**src/rtl/store_write_buffer.sv**
```systemverilog
// store_write_buffer: circular FIFO of committed stores, drained one byte per accepted
// cycle into the memory write port, with a conservative load-overlap hazard check.
module store_write_buffer #(
  parameter int DEPTH = 4,
  parameter int PTR_WIDTH = 2
) (
  input  logic        clock,
  input  logic        reset,
  input  logic        st_valid,
  input  logic [31:0] st_addr,
  input  logic [31:0] st_data,
  input  logic [2:0]  st_length,
  output logic        st_ready,
  input  logic        ld_valid,
  input  logic [31:0] ld_addr,
  input  logic [2:0]  ld_length,
  output logic        ld_conflict,
  output logic        empty,
  output logic        w_req,
  output logic [31:0] w_addr,
  output logic [7:0]  w_data,
  input  logic        w_success
);
  logic [31:0] r_addr [DEPTH];
  logic [31:0] r_data [DEPTH];
  logic [2:0]  r_len  [DEPTH];
  logic [PTR_WIDTH-1:0] r_head, r_tail;
  logic [PTR_WIDTH:0]   r_count;
  logic [1:0]           r_byte_idx;
  logic w_legal, w_push, w_adv, w_pop;
  logic [DEPTH-1:0] w_hit;
  assign st_ready = r_count < (PTR_WIDTH+1)'(DEPTH);
  assign empty    = r_count == '0;
  assign w_req    = !empty;
  assign w_addr   = r_addr[r_head] + {30'd0, r_byte_idx};
  assign w_data   = r_data[r_head][{r_byte_idx, 3'b000} +: 8];
  assign w_legal  = st_length == 3'd1 || st_length == 3'd2 || st_length == 3'd4;
  assign w_push   = st_valid && st_ready && w_legal;
  assign w_adv    = w_req && w_success;
  assign w_pop    = w_adv && ({1'b0, r_byte_idx} + 3'd1 == r_len[r_head]);
  // An entry is live when its distance from head is below count; ranges use 33-bit ends.
  for (genvar i = 0; i < DEPTH; i++) begin : g_hit
    logic [PTR_WIDTH-1:0] w_off;
    assign w_off = PTR_WIDTH'(i) - r_head;
    assign w_hit[i] = ({1'b0, w_off} < r_count)
      && ({1'b0, r_addr[i]} < {1'b0, ld_addr} + {30'd0, ld_length})
      && ({1'b0, ld_addr} < {1'b0, r_addr[i]} + {30'd0, r_len[i]});
  end
  assign ld_conflict = ld_valid && |w_hit;
  always_ff @(posedge clock) begin
    if (w_push) begin
      r_addr[r_tail] <= st_addr;
      r_data[r_tail] <= st_data;
      r_len[r_tail]  <= st_length;
    end
  end
  always_ff @(posedge clock) begin
    if (reset) begin
      r_head     <= '0;
      r_tail     <= '0;
      r_count    <= '0;
      r_byte_idx <= '0;
    end else begin
      if (w_push) r_tail <= r_tail + PTR_WIDTH'(1);
      if (w_pop) r_head <= r_head + PTR_WIDTH'(1);
      if (w_adv) r_byte_idx <= w_pop ? 2'd0 : r_byte_idx + 2'd1;
      r_count <= r_count + (PTR_WIDTH+1)'(w_push) - (PTR_WIDTH+1)'(w_pop);
    end
  end
endmodule

```
**config.mk**
```make
export PLATFORM = sky130hd
export DESIGN_NAME = store_write_buffer
export DESIGN_NICKNAME = d
export VERILOG_FILES = /design/src/rtl/store_write_buffer.sv
export SDC_FILE = /design/constraint.sdc
export NUM_CORES = 1
export LEC_CHECK = 0
export BUFFER_PORTS_ARGS = -buffer_cell sky130_fd_sc_hd__buf_2
export CORE_MARGIN = 2
export CORE_UTILIZATION = 50
export DETAILED_ROUTE_END_ITERATION = 10
export PLACE_DENSITY = 0.7
export SYNTH_ARGS = -nofsm -noshare
export SYNTH_HDL_FRONTEND = slang
export SYNTH_SLANG_ARGS = --single-unit
```
**constraint.sdc**
```tcl
create_clock -name clock -period 3.95 [get_ports clock]
set_input_delay 0.395 -clock clock [delete_from_list [all_inputs] [get_ports clock]]
set_output_delay 0.395 -clock clock [all_outputs]
set_load 0.01 [all_outputs]
```
---- Word level (Yosys, flattened, before mapping) ----
Memory sizes are Yosys's and may differ from the RTL's. A register that Yosys moved wholly into a read port is not among the register bits.
Index checks and enable logic that the tools add are counted.
word-level totals
  flip-flop bits (word level) ............. 9
  bits in writable memories ............... 268
  output and inout port bits .............. 44
  logic and storage cells ................. 68
  memories ................................ 3
cells by class
  $add $sub $neg .......................... 16
  order comparisons ....................... 13
  equality and inequality tests ........... 4
  shift operators ......................... 1
  mux-type cells .......................... 9
  reduce and logical (&&, ||, !) cells .... 18
memory list
  memory  depth  bits a word  rd ports  clocked after memory_dff  wr ports  RTL line  RTL
  r_addr  4      32           5         1                         1         24        logic [31:0] r_addr [DEPTH];
  r_data  4      32           1         1                         1         25        logic [31:0] r_data [DEPTH];
  r_len   4      3            5         1                         1         26        logic [2:0] r_len [DEPTH];
operators by type and width
  kind                                                                number
  32-bit by 33-bit less-than comparator with 1-bit output             8
  32-bit by 3-bit adder with 33-bit output                            5
  32-bit by 2-bit adder with 32-bit output                            1
  32-bit by 6-bit indexed part select with 8-bit output               1
  2-bit two-way mux                                                   7
  1-bit logical AND                                                   13
  2-bit by 3-bit less-than comparator with 1-bit output               4
  2-bit by 1-bit adder with 2-bit output (second input constant)      3
  4-bit OR reduction                                                  1
  1-bit by 2-bit subtractor with 2-bit output (first input constant)  2
  2-bit subtractor (first input constant)                             2
  2-bit by 1-bit adder with 3-bit output (second input constant)      1
  3-bit by 1-bit adder with 3-bit output                              1
  3-bit by 1-bit == test with 1-bit output (second input constant)    1
  3-bit by 2-bit == test with 1-bit output (second input constant)    1
  3-bit == test                                                       1
  3-bit == test (second input constant)                               1
  3-bit zero test                                                     1
  3-bit less-than comparator (second input constant)                  1
  3-bit by 1-bit subtractor with 3-bit output                         1
  1-bit logical OR                                                    2
  1-bit two-way mux                                                   2
  1-bit zero test                                                     1

---- Depth between registers and ports, before layout ----
Gate-level depths: netlist of the first run.
  depth in word-level cells ............... 6
  gate-level depth with buffers ........... 19
  gate-level depth less buffers ........... 19

---- Least setup slack after synthesis of the first run ----
Ideal clock, no wire load.
  path kind ............................... register to output
  start point ............................. memory r_addr[0][0]
  end point ............................... output port ld_conflict
  arrival time ............................ 3985 ps
  required time ........................... 3555 ps
  path slack .............................. -430 ps
  cell stages (with the launch flop) ...... 20
  path through ............................ edfxtp_1 ha_1 inv_1 fa_1 nor2b_1 o2111a_1 and2_0 nand3_1 nor2_1 nand3_1 xor2_1 ha_1 a21o_1 a2111oi_0 o21ai_0 a2111oi_0 o31a_1 o41ai_1 a2111o_1 nand4_1
RTL lines
  what                RTL line  RTL
  start: declaration  24
  end: declaration    17        output logic ld_conflict,

==> results of run 1 <==
kinds of logic (layout without fill, tap and decap cells):
kind of cell,Yosys count,in the layout
mux,76,76
buf+inv,77,581
flops,279,279
fa+ha+maj,279,279
xor+xnor,191,191
simple gates,447,447
other cells,0,3
compound gates,269,269
metrics by stage:
stage | cells | worst slack (ns) | utilization | power [mW]
5_1_grt | 2640 | -1.42 | 0.635 | 8.44
3_3_place_gp | 2570 | -1.28 | 0.603 | 5.37
3_5_place_dp | 2570 | -1.34 | 0.603 | 5.43
6_report | 2643 | -1.26 | 0.635 | 8.10
4_1_cts | 2640 | -1.26 | 0.633 | 8.12
2_1_floorplan | 1618 | -0.150 | - | 4.61
cell usage after synthesis (3+ instances only):
master,n,area (um2)
ha_1,272,3400
edfxtp_1,268,8050
nand2_1,106,398
xor2_1,104,911
xnor2_1,87,762
a21oi_1,85,425
nand3_1,76,380
nor2_1,75,282
inv_1,57,214
a21o_1,55,413
mux4_2,49,1100
o21ai_0,44,220
and3_1,43,269
nand4_1,39,244
mux4_1,25,657
and4_1,22,193
nor3_1,18,90.1
nor2b_1,14,87.6
o211ai_1,13,97.6
and2_1,11,68.8
dfxtp_1,11,220
o21a_1,11,82.6
a2111oi_0,10,87.6
nand2b_1,9,56.3
a211oi_1,8,60.1
a31oi_1,8,50.1
or3_1,8,50.1
fa_1,7,140
nor4_1,6,37.5
buf_2,5,25.0
buf_6,4,45.0
o2111ai_1,4,35.0
o221ai_1,4,35.0
buf_1,3,11.3
buf_12,3,60.1
buf_4,3,22.5
o21bai_1,3,22.5
or2_2,3,18.8
cell usage in the layout, fill, tap and decap left out, types with 7 or more instances in the layout:
master,netlist,layout
a21o_1,55,54
a21oi_1,85,82
a31oi_1,8,8
and3_1,43,43
and4_1,22,21
buf_2,5,150
buf_4,3,313
clkbuf_16,0,29
dfxtp_1,11,9
edfxtp_1,268,268
ha_1,272,269
inv_1,57,56
mux4_1,25,24
mux4_2,49,50
nand2_1,106,106
nand2b_1,9,9
nand3_1,76,72
nand4_1,39,39
nor2_1,75,72
nor2b_1,14,12
nor3_1,18,16
o211ai_1,13,13
o21a_1,11,11
o21ai_0,44,40
or3_1,8,7
xnor2_1,87,86
xor2_1,104,104
state kept, by name (all words and copies together), names as in the netlist, named ones only:
signal	cells
r_addr	128
r_data	128
r_len	12
r_count	3
r_byte_idx	2
r_head	2
r_tail	2
per-layer routing:
metal,track usage,part of all wire,wire [um]
met5,0,0.00088,54
met3,0.0465,0.077,4720
met1,0.415,0.43,26400
met2,0.495,0.47,28600
met4,0.0761,0.024,1490
power by group:
part / total (mW) / switching (mW) / internal, mW
clock network: 2.66 / 1.17 / 1.49
registers: 3.51 / 0.0944 / 3.41
logic: 1.93 / 1.06 / 0.876
final timing paths:
kind,start,to,cells after the start,slack (ns)
setup / recovery,r_len[2][0],ld_conflict,21,-1.26
hold / removal,st_addr[16],r_addr[1][16],1,0.03
setup reg to reg,register,r_count[2],12,0.69
hold reg to reg,r_tail[1],r_tail[1],2,0.60
critical path: cells and delay by family, from the launching register on:
kind,cells,cell delay [ns]
compound gates,8,1.39
fa+ha+maj,3,0.91
simple gates,5,0.87
buf+inv,4,0.50
flops,1,0.36
xor+xnor,1,0.16
cell type report:
class	count	area, um2	area share
clock buffers	35	748	0.0304
inverters	57	214	0.00868
repair buffers	472	3220	0.131
multi-input cells	1262	11400	0.461
flip-flops and latches	279	8280	0.336
diodes	3	7.51	0.000305
well taps	518	648	0.0263
clock inverters	17	166	0.00675
repair_timing:
| item | in CTS | in global routing |
|---|---|---|
| buffers inserted | 12 | 0 |
| endpoints found under the setup margin | 7 | 4 |
| hold buffers | 6 | 0 |
| pin swaps | 16 | 5 |
| hold endpoints to repair | 14 | 0 |
| resized for setup | 27 | 13 |
==> metrics.md, run 1 <==
| Metric | Value |
|---|---|
| DR vias | 15700 |
| Gpl congestion | 0.981 |
| Setup Skew | 0.0301 ns |
| Slowest cell on crit path | fa_1 |
| Final Critical Period | 5.21 ns |
| CP Class | reg -> out |
| CTS tree | yes |
| Crit path DAT | 4.81 ns |
| Die Y | 203 um |
| Mux cell area share after synthesis | 0.0908 |
| Iter 0 DRT Violations | 1184 |
| Critical Path Max Stage Delay | 0.43 ns |
| Critical Path Source Type | register |
| Final setup fails | 1 |
| Drt via density | 5.93 |
| CTS clock-pin slew for the worst setup and hold paths | 0.06 ns |
| Fmax achieved | 192 MHz |
| Critical-path cell list | ha_1, inv_1, fa_1, nor2b_4, o211a_4, nand4_1, nor2_2, nand3_1, xor2_1, ha_1, a21o_1, a21oi_1, o221ai_2, a2111oi_2, buf_4, a21oi_1, o21ai_1, buf_4, o311ai_1, nand4_1, buf_2 |
| Synth Area in Compound Gates | 0.0883 |
| Grt total ovfl | 0 |
| Critical Path Fanout Max | 3 |
| Max-slew violations | 0 |
| Synthesized flop and latch total | 279 |
| Static leakage | 10.1 nW |
| Vias in the first global route | 15900 |
| Slew of the pin with the lowest slew margin | 1.15 ns |
| Mapped cell area | 19800 um2 |
| Core Footprint | 38800 um2 |
| Number of synthesized flops with an enable pin | 268 |
| Ys Warns | 0 |
| DR pass1 iterations | 5 |
| Failing checks | negative setup slack |
| CP required | 3.56 ns |
| Synth Area in Simple Gates | 0.120 |
| Clock sink total | 279 |
| Synthesized instance count | 1618 |
| Largest family of logic cells by synthesized area | adder cells |
| Fillers | 3005 |
| Routed WL | 61.2 mm |
| Final period util | 1.32 |
| Post-synth ARST share | 0 |
| Starting density of the core | 0.509 |
| Max-slew headroom | 0.235 |
| Post-route ant nets | 0 |
| Min Hold Slack | 0.0264 ns |
| RSZ-0062 raised after global routing | true |
| Area after DPL | 23400 um2 |
| Hpwl dp | 47.6 mm |
| Ports | 151 |
| Mapped Nets | 2004 |
| Hold Crit Class | in -> reg |
| Ys flop type | edfxtp_1 |
| Largest net degree at the start of global routing | 68 |
| Post-route DRC | 0 |
| Synthesized area per cell | 12.2 um2 |
| Fin area | 24600 um2 |
| Synth Area in Adders | 0.179 |
| Die area | 41200 um2 |
| Seq/Total Area, Yosys | 0.418 |
| Area grow syn2layout | 24.6% |
| Antenna violations before repair | 4 |
| First-pass GRT wire length | 93.5 mm |
| Distinct cells, synth | 73 |
| Clock root buffer | clkbuf_16 |
| PwrDens | 329 nW/um2 |
| Layout cells sized above 1 | 0.293 |
| Later-pin clock latency in the skew report | 0.60 ns |
| Die extent in x | 203 um |
| Port-buffer cells | 150 |
| Post-Synth XOR/XNOR Area | 0.0846 |
| Clock buffer count from CTS | 29 |
| Final Hold Vio Count | 0 |
| Setup slack after layout | -1.26 ns |
| Clock tree buffer depth | 3 |
| H-tree Lvls | 1 |
| Setup TNS | -1.26 ns |
| Row cnt | 72 |
| Wire length per cell | 23.2 um |
| Setup crit end kind | output port |
| Total GRT Usage | 0.300 |
| Outcome | complete, but fails checks |
| # nets final | 2487 |
| Worst vdd ir | 0.397 mV |
| Max-cap viol count | 0 |
(Power assumes the default switching activity.)
==> run 2: changes to the inputs <==
--- a/config.mk
+++ b/config.mk
@@ -7,9 +7,9 @@
 export LEC_CHECK = 0
 export BUFFER_PORTS_ARGS = -buffer_cell sky130_fd_sc_hd__buf_2
 export CORE_MARGIN = 2
-export CORE_UTILIZATION = 50
+export CORE_UTILIZATION = 30
 export DETAILED_ROUTE_END_ITERATION = 10
-export PLACE_DENSITY = 0.7
+export PLACE_DENSITY = 0.46
 export SYNTH_ARGS = -nofsm -noshare
 export SYNTH_HDL_FRONTEND = slang
 export SYNTH_SLANG_ARGS = --single-unit
==> run 2 against run 1 <==
- the flow still finishes with violations (negative setup slack)
- combinational power increased by 5%
- clock skew decreased by 0.0061 ns
- utilization down 24 points
- fmax fell by 3.9%
- sequential share of layout area decreased by 1.2 points
- global-route usage fell by 9.5 points
- final area increased by 3.8%
- first-iteration DRC count down 14%
- highest routed layer unchanged
==> metrics.md, run 2 (synthesis results as in run 1) <==
| Metric | Value |
|---|---|
| Fmax achieved | 184 MHz (was 192 MHz) |
| Row cnt | 94 (was 72) |
| Failing checks | negative setup slack (unchanged) |
| Post-Layout Cell Count | 3026 (was 2643) |
| CTS hold repair buffers | 0 (was 6) |
| Max-slew violations | 0 (unchanged) |
| Grt total ovfl | 0 (unchanged) |
| Max-slew headroom | 0.572 (was 0.235) |
| Vias in the first global route | 16000 (was 15900) |
| Later-pin clock latency in the skew report | 0.57 ns (was 0.60 ns) |
| Port-buffer cells | 150 (unchanged) |
| Setup Skew | 0.0241 ns (was 0.0301 ns) |
| Antenna violations before repair | 7 (was 4) |
| Placed insts | 2954 (was 2570) |
| P_int | 6.22 mW (was 5.78 mW) |
| Clock buffer count from CTS | 35 (was 29) |
| CP top delay family | compound AO/OA/AOI/OAI gates (unchanged) |
| Met2 Wirelength | 31.3 mm (was 28.6 mm) |
| Slowest cell on crit path | o211ai_1 (was fa_1) |
| DR top layer | met5 (unchanged) |
| Hold Crit Class | in -> reg (unchanged) |
| Most frequent cells in the layout | buf_4 (343), ha_1 (269), edfxtp_1 (268), buf_2 (150), nand2_1 (105) (was buf_4 (313), ha_1 (269), edfxtp_1 (268), buf_2 (150), nand2_1 (106)) |
| Wire length per cell | 22.9 um (was 23.2 um) |
| Clock sink total | 279 (unchanged) |
| Logic pwr share | 0.231 (was 0.239) |
| Worst path bufs/invs | 5 (was 4) |
| Worst setup path end | ld_conflict (unchanged) |
| H-tree Lvls | 2 (was 1) |
| DR vias | 15400 (was 15700) |
| RSZ-0062 raised after global routing | true (unchanged) |
| Worst vdd ir | 0.357 mV (was 0.397 mV) |
| Final Critical Period | 5.42 ns (was 5.21 ns) |
| First-pass GRT wire length | 102 mm (was 93.5 mm) |
| Final Hold Vio Count | 0 (unchanged) |
| Clock power share | 0.369 (was 0.328) |
| Worst reg2reg endpoint | r_count[2] (unchanged) |
| Switch share | 0.289 (was 0.287) |
| Layout cells sized above 1 | 0.308 (was 0.293) |
| Reg2Reg Depth | 13 (was 12) |
| Iter 0 DRT Violations | 1015 (was 1184) |
| Clock root buffer | clkbuf_16 (unchanged) |
| Outcome | complete, but fails checks (unchanged) |
| Drt via density | 5.08 (was 5.93) |
| Max-cap viol count | 0 (unchanged) |
| Die extent in x | 261 um (was 203 um) |
| DR pass1 iterations | 8 (was 5) |
| Setup crit end kind | output port (unchanged) |
| Largest regs | r_addr: 128 flops, r_data: 128 flops, r_len: 12 flops (unchanged) |
| Worst setup path startpoint | r_len[0][0] (was r_len[2][0]) |
| Critical Path Max Stage Delay | 0.42 ns (was 0.43 ns) |
| Crit path DAT | 5.03 ns (was 4.81 ns) |
| Die Y | 261 um (was 203 um) |
| Critical Path Fanout Max | 5 (was 3) |
| Fillers | 6335 (was 3005) |
| Sequential share of power | 0.400 (was 0.433) |
| CTS tree | yes (unchanged) |
| Switching power of the nets | 2.53 mW (was 2.32 mW) |
| CP Class | reg -> out (unchanged) |
| Reg2reg setup slack | 0.60 ns (was 0.69 ns) |
| Setup TNS | -1.47 ns (was -1.26 ns) |
| Total GRT Usage | 0.205 (was 0.300) |
| # nets final | 2523 (was 2487) |
| Gpl congestion | 0.959 (was 0.981) |
| Instance count on the critical path | 21 (unchanged) |
| Routed WL | 69.2 mm (was 61.2 mm) |
| End-of-flow core utilization | 0.390 (was 0.635) |
| Setup slack after layout | -1.47 ns (was -1.26 ns) |
| Post-route DRC | 0 (unchanged) |
| Hpwl dp | 54.6 mm (was 47.6 mm) |
| Commonest non-fill, non-tap cell in the layout | buf_4 (unchanged) |
| Ports | 151 (unchanged) |
| Top cell by count, worst path | buf_4 |
| Pre-CTS setup slack | -1.07 ns (was -1.34 ns) |
| Slew of the pin with the lowest slew margin | 0.641 ns (was 1.15 ns) |
| Final period util | 1.37 (was 1.32) |
| Critical Path Source Type | register (unchanged) |
| CTS clock-pin slew for the worst setup and hold paths | 0.06 ns (about the same) |
| Met3 wire len | 4.27 mm (was 4.72 mm) |
| Area occupied by multi-input gates | 11300 um2 (was 11400 um2) |
| Area grow syn2layout | 29.3% (was 24.6%) |
| Met1 WL | 31.2 mm (was 26.4 mm) |
| Post-route ant nets | 0 (unchanged) |
| Critical-path cell list | ha_2, inv_2, fa_2, nor2b_2, o2111a_1, and2_4, buf_4, nand2_1, xor2_1, ha_1, and4_1, o211ai_1, o211ai_1, a2111oi_2, buf_4, o31a_1, o41ai_4, a2111o_1, nand4_1, buf_4, buf_2 (was ha_1, inv_1, fa_1, nor2b_4, o211a_4, nand4_1, nor2_2, nand3_1, xor2_1, ha_1, a21o_1, a21oi_1, o221ai_2, a2111oi_2, buf_4, a21oi_1, o21ai_1, buf_4, o311ai_1, nand4_1, buf_2) |
| Largest net degree at the start of global routing | 43 (was 68) |
| Static leakage | 10.4 nW (was 10.1 nW) |
| Die area | 68000 um2 (was 41200 um2) |
| CP required | 3.56 ns (about the same) |
| Clock tree buffer depth | 3 (unchanged) |
| Register Area | 8280 um2 (unchanged) |
| Starting density of the core | 0.302 (was 0.509) |
| Core Footprint | 65500 um2 (was 38800 um2) |
| PwrDens | 342 nW/um2 (was 329 nW/um2) |
| Final setup fails | 1 (unchanged) |
-- run 2: cell types whose count changed in the layout (fill, tap and decap cells not counted), sizes merged --
cell	change
dlygate4sd3	-6
clkinvlp	-5
clkbuf	+5
inv	+1
bufbuf	+1
bufinv	+1
buf	+35
clkinv	+7
diode	-2
-- run 2: worst min path at each step --
stage                           start            end  slack [ns]  depth (start not counted)
after floorplan            st_addr[0]   r_addr[0][0]        0.49                          0
after global placement      r_tail[1]      r_tail[1]        0.54                          2
after detailed placement    r_tail[1]      r_tail[1]        0.56                          2
after CTS                 st_data[10]  r_data[0][10]        0.02                          1
after global routing      st_data[25]  r_data[2][25]        0.03                          1
final                     st_addr[13]  r_addr[3][13]        0.05                          1
-- run 2: routing by layer --
metal / vias to the layer above / global-route usage
met5: - / 0
met4: 14 / 0.0648
met3: 124 / 0.0388
met2: 431 / 0.330
met1: 7452 / 0.278
li1: 7345 / -
-- run 2: power groups by stage --
stage | sequential (mW) | combinational, mW | clock [mW]
2_1_floorplan | 3.56 | 1.06 | 0
3_3_place_gp | 3.56 | 1.95 | 0
3_5_place_dp | 3.56 | 1.97 | 0
4_1_cts | 3.49 | 2.02 | 3.33
5_1_grt | 3.51 | 2.23 | 3.42
6_report | 3.49 | 2.02 | 3.23
-- run 2: what timing repair did --
action / CTS / global route
pin swaps: 8 / 4
endpoints found under the setup margin: 8 / 6
setup buffers: 8 / 1
gates resized for setup: 20 / 14
gates cloned: 1 / 0
-- run 2: area by class of cell --
class	instances	area share
Multi-Input combinational cell	1262	0.443
Sequential cell	279	0.324
Timing Repair Buffer	502	0.137
Tap cell	864	0.0423
Clock buffer	40	0.0362
Clock inverter	21	0.00876
Inverter	57	0.00836
Antenna cell	1	0.0000978
-- run 2: metrics by stage --
stage | power, mW | instance area (um2) | hold WS (ns)
floorplan | 4.61 | 19900 | 0.494
global placement | 5.51 | 24200 | 0.535
detailed placement | 5.53 | 24200 | 0.557
CTS | 8.84 | 25500 | 0.0190
global route | 9.16 | 25600 | 0.0308
finish | 8.74 | 25600 | 0.0522
